$ cat src/rtl/alu_drv_pkg.sv
// Shared types for the breadboard ALU op driver: opcode and FSM state
// encodings plus default widths.
package alu_drv_pkg;

   localparam int DW_DEF  = 32;
   localparam int OPW_DEF = 4;

   typedef enum logic [3:0] {
      OP_HOLD = 4'd0,  OP_ADD  = 4'd1,  OP_SUB  = 4'd2,  OP_MUL  = 4'd3,
      OP_DIV  = 4'd4,  OP_REM  = 4'd5,  OP_AND  = 4'd6,  OP_OR   = 4'd7,
      OP_XOR  = 4'd8,  OP_NOT  = 4'd9,  OP_NAND = 4'd10, OP_NOR  = 4'd11,
      OP_XNOR = 4'd12, OP_SHL  = 4'd13, OP_SHR  = 4'd14, OP_CLR  = 4'd15
   } alu_op_e;

   typedef enum logic [2:0] {
      INIT  = 3'd0,
      IDLE  = 3'd1,
      ISSUE = 3'd2,
      CAPT  = 3'd3,
      RESP  = 3'd4
   } drv_state_e;

endpackage

$ cat src/rtl/alu_drv_sat_cnt.sv
// Saturating event counter; sticks at all-ones instead of wrapping.
module alu_drv_sat_cnt #(
   parameter int CNT_W = 16
) (
   input  logic             clk,
   input  logic             reset,
   input  logic             i_inc,
   output logic [CNT_W-1:0] o_cnt
);

   logic [CNT_W-1:0] r_cnt;

   // count up on each event until the counter is full
   always_ff @(posedge clk or negedge reset) begin
      if (!reset)
         r_cnt <= '0;
      else if (i_inc && (r_cnt != {CNT_W{1'b1}}))
         r_cnt <= r_cnt + CNT_W'(1);
   end

   assign o_cnt = r_cnt;

endmodule

$ cat src/rtl/alu_op_driver.sv
// Initiator for the 16-channel breadboard ALU. Takes one command at a time,
// drives the ALU pins, waits for the accumulator/carry flop to capture and
// returns the result over a valid/ready response channel.
// Optional feature: define ERR_CNT_EN to build the saturating error counter;
// without it err_count is tied to zero.
module alu_op_driver
   import alu_drv_pkg::*;
#(
   parameter int DW      = DW_DEF,
   parameter int OPW     = OPW_DEF,
   parameter int CNT_W   = 16,
   parameter int DIV_CHK = 1
) (
   input  logic             clk,
   input  logic             reset,
   input  logic             cmd_valid,
   output logic             cmd_ready,
   input  logic [OPW-1:0]   cmd_op,
   input  logic [DW-1:0]    cmd_a,
   input  logic [DW-1:0]    cmd_b,
   output logic [DW-1:0]    alu_a,
   output logic [DW-1:0]    alu_b,
   output logic [OPW-1:0]   alu_op,
   output logic             alu_rst,
   input  logic [DW-1:0]    alu_c,
   input  logic             alu_err,
   output logic             rsp_valid,
   input  logic             rsp_ready,
   output logic [DW-1:0]    rsp_c,
   output logic             rsp_err,
   output logic             rsp_dz,
   output logic [CNT_W-1:0] err_count
);

   drv_state_e r_state;
   drv_state_e w_next;
   logic       w_accept;
   logic       w_dz;
   logic       w_rsp_hs;

   assign cmd_ready = (r_state == IDLE);
   assign w_accept  = cmd_ready && cmd_valid;
   assign w_rsp_hs  = rsp_valid && rsp_ready;

   // division by zero is answered locally instead of being sent to the ALU
   assign w_dz = (DIV_CHK != 0) &&
                 ((cmd_op == OPW'(OP_DIV)) || (cmd_op == OPW'(OP_REM))) &&
                 (cmd_b == '0);

   // state register
   always_ff @(posedge clk or negedge reset) begin
      if (!reset) r_state <= INIT;
      else        r_state <= w_next;
   end

   // next-state: one command in flight, response must be taken before the next accept
   always_comb begin
      w_next = r_state;
      case (r_state)
         INIT:    w_next = IDLE;
         IDLE:    if (cmd_valid) w_next = w_dz ? RESP : ISSUE;
         ISSUE:   w_next = CAPT;
         CAPT:    w_next = RESP;
         RESP:    if (w_rsp_hs) w_next = IDLE;
         default: w_next = INIT;
      endcase
   end

   // ALU pin drive and response capture; rsp_valid rises one cycle into RESP
   always_ff @(posedge clk or negedge reset) begin
      if (!reset) begin
         alu_a     <= '0;
         alu_b     <= '0;
         alu_op    <= OPW'(OP_CLR);
         alu_rst   <= 1'b1;
         rsp_valid <= 1'b0;
         rsp_c     <= '0;
         rsp_err   <= 1'b0;
         rsp_dz    <= 1'b0;
      end else begin
         alu_rst <= 1'b0;
         case (r_state)
            IDLE: begin
               if (w_accept) begin
                  if (w_dz) begin
                     rsp_c   <= '0;
                     rsp_err <= 1'b0;
                     rsp_dz  <= 1'b1;
                  end else begin
                     alu_a  <= cmd_a;
                     alu_b  <= cmd_b;
                     alu_op <= cmd_op;
                  end
               end
            end
            // ALU captures on this edge; park it on HOLD so C is retained
            ISSUE: alu_op <= OPW'(OP_HOLD);
            CAPT: begin
               rsp_c   <= alu_c;
               rsp_err <= alu_err;
               rsp_dz  <= 1'b0;
            end
            RESP: begin
               if (!rsp_valid)     rsp_valid <= 1'b1;
               else if (rsp_ready) rsp_valid <= 1'b0;
            end
            default: ;
         endcase
      end
   end

`ifdef ERR_CNT_EN
   alu_drv_sat_cnt #(.CNT_W(CNT_W)) u_err_cnt (
      .clk   (clk),
      .reset (reset),
      .i_inc (w_rsp_hs && (rsp_err || rsp_dz)),
      .o_cnt (err_count)
   );
`else
   assign err_count = CNT_W'(0);
`endif

endmodule

$ cat config.mk
export PLATFORM = sky130hd
export DESIGN_NAME = alu_op_driver
export DESIGN_NICKNAME = d
export VERILOG_FILES = /design/src/rtl/alu_drv_pkg.sv /design/src/rtl/alu_drv_sat_cnt.sv /design/src/rtl/alu_op_driver.sv
export SDC_FILE = /design/constraint.sdc
export NUM_CORES = 1
export LEC_CHECK = 0
export CORE_UTILIZATION = 40
export CTS_CLUSTER_SIZE = 25
export DETAILED_ROUTE_END_ITERATION = 16
export GPL_TIMING_DRIVEN = 0
export PLACE_DENSITY = 0.85
export SKIP_CTS_REPAIR_TIMING = 1
export SLEW_MARGIN = 10
export SYNTH_ARGS = -nofsm -noshare
export SYNTH_HDL_FRONTEND = slang
export SYNTH_SLANG_ARGS = --single-unit
$ cat constraint.sdc
create_clock -name clk -period 2.1 [get_ports clk]
set_input_delay 0.63 -clock clk [delete_from_list [all_inputs] [get_ports clk]]
set_output_delay 0.63 -clock clk [all_outputs]
set_load 0.02 [all_outputs]
==> flow_summary.toml <==
[global_route]
grt_overflow = 0
track_usage = 0.206
grt_antenna_before_repair = 0
grt_pass1_wl_mm = 18.4
first_global_vias = 3815
grt_max_degree = 74

[critical_path]
worstReg2RegEnd = "alu_a[23]$_DFFE_PN0P_"
crit-reg2reg-launch = "r_state[2]$_DFFE_PN0P_"
required_ns = 2.35
rr_worst_depth = 7
critPathLaunchType = "primary input"
arrival_ns = 2.42
cp-end-kind = "flip-flop"
critPathKind = "in -> reg"
r2r_slack_ns = 0.14
crit_fanout = 9

[cells_and_area]
antennaDiodeCount = 0
syn_to_final_growth_pct = 70.0
final_cell_mix = "clkdlybuf4s50_1 (168), dfrtp_1 (101), nand2_1 (73)"
final_common_cell = "clkdlybuf4s50_1"
layout-drive-gt1-share = 0.245
final_nets = 712
nFillCells = 747
final_util = 0.712

[synthesis]
ys.flop_type = "dfrtp_1"
synth_cell_types = 34
synth_edf_count = 0
synthCells = 358
yosysWarnings = 0
netlist_area_mm2 = 0.00440
ys_seq_elements = 107
avgSynthCellArea_um2 = 12.3
ys_seq_area_frac = 0.610
async_flop_share = 1.00

[timing]
min_period_ns = 2.17
fmax_mhz = 461
setup_slack_ns = -0.0685
setup-tns-final_ns = -1.21
slew_viol_final = 0
skew_ns = 0.0154
period_share = 1.03
finalHoldViolations = 0
rsz0062_at_grt = "true"
setup_violations = 43

[die]
core-area_mm2 = 0.0105
io_pins = 226
initial_utilization = 0.419
die_w_um = 107
floorplan.rows = 37
chipHeight_um = 107
dieArea_mm2 = 0.0114

[drt]
vias = 3676
wl_per_cell_um = 16.5
vias_per_cell = 4.91
drtIter0Drc = 218
drc = 0
drtAntennaViolNets = 0
first_pass_iters = 4
wl_mm = 12.4

[power]
powerDensity_mw_per_mm2 = 1500
ir_drop_v = 0.000763
leakage_nw = 3.60
finalPower_w = 0.0112

[run_status]
violations = "negative setup slack"
status = "complete, but fails checks"

[clocking]
cts_root_buf = "clkbuf_8"
clockBufferDepth = 2
clk_pin_slew_ns = 0.10
numCtsBuffers = 9
cts.sinks = 107
cts_tree = "yes"
htreeDepth = 3
clkLatencyLatePin_ns = 0.36

[place]
gp_congestion = 0.765
dp_hpwl_mm = 8.83
port_buffers = 209
dp_slack_ns = -0.888

[job]
drv_cap = 0

[hold_path]
holdCritPathClass = "in -> async"
state kept, by name, indices dropped and copies added (netlist names):
signal	count
alu_a	32
alu_b	32
alu_op	4
alu_rst	1
r_state	3
rsp_c	32
rsp_dz	1
rsp_err	1
rsp_valid	1
per-stage QoR:
| step | cell area (um^2) | hold slack, ns | std cells |
|---|---|---|---|
| floorplan | 4560 | 0.334 | 374 |
| global placement | 6830 | 0.460 | 719 |
| detailed placement | 6860 | 0.473 | 720 |
| CTS | 7020 | 0.145 | 736 |
| global route | 7480 | 0.168 | 748 |
| finish | 7480 | 0.149 | 748 |
where the power goes:
part | switching, W | internal, W | leakage [nW]
clock network | 0.000662 | 0.000461 | 0.0872
logic | 0.00290 | 0.00348 | 2.23
registers | 0.000591 | 0.00311 | 1.28
Yosys cell counts (all sizes together), types with 2 or more instances:
cell type	instances	area share
dfrtp	102	0.58
nand2	74	0.063
mux2	61	0.16
a21oi	34	0.039
buf	27	0.047
clkbuf	8	0.0068
nor4	8	0.013
a22o	7	0.014
dfstp	5	0.030
a21o	4	0.0068
o311ai	4	0.0080
a31o	2	0.0040
nand3b	2	0.0034
nor3	2	0.0023
o21ai	2	0.0023
cell families after synthesis:
group,count (synthesis),synth area share
AOI/OAI and AO/OA,56,0.0799
buffers and inverters,36,0.0552
DFF,107,0.610
muxes,61,0.156
other,1,0.000852
and+or+nand+nor,97,0.0981
worst max-delay path by stage:
stage | depth (start not counted) | from | endpoint
finish | 7 | cmd_b[30] | alu_a[23]$_DFFE_PN0P_
global route | 7 | cmd_b[12] | alu_a[23]$_DFFE_PN0P_
CTS | 7 | cmd_b[27] | alu_b[7]$_DFFE_PN0P_
detailed placement | 7 | cmd_b[27] | alu_b[8]$_DFFE_PN0P_
global placement | 1 | reset | rsp_c[12]$_DFFE_PN0P_
floorplan | 6 | cmd_b[27] | alu_a[10]$_DFFE_PN0P_
per-layer routing:
layer,wire (um),vias up,track usage
met5,0,-,0
met4,212,0,0.0812
li1,-,1706,-
met3,838,17,0.0559
met1,4970,1804,0.233
met2,6340,149,0.369
cell type report:
class,instances,area (um^2),area share
plain buffers,35,309,0.0413
clock buffers,13,149,0.0199
clock inverters,3,15.0,0.00201
inverters,1,3.75,0.000502
multi-input cells,231,1820,0.244
flip-flops and latches,107,2690,0.359
well taps,136,170,0.0228
repair buffers,222,2320,0.311
critical path, stage by stage:
cell and delay (ns):
clkbuf_2 0.11, nor4_4 0.27, nand4_1 0.27, o31ai_4 0.42, buf_12 0.21, clkbuf_16 0.16
mux2_2 0.34
(Power assumes the default switching activity.)
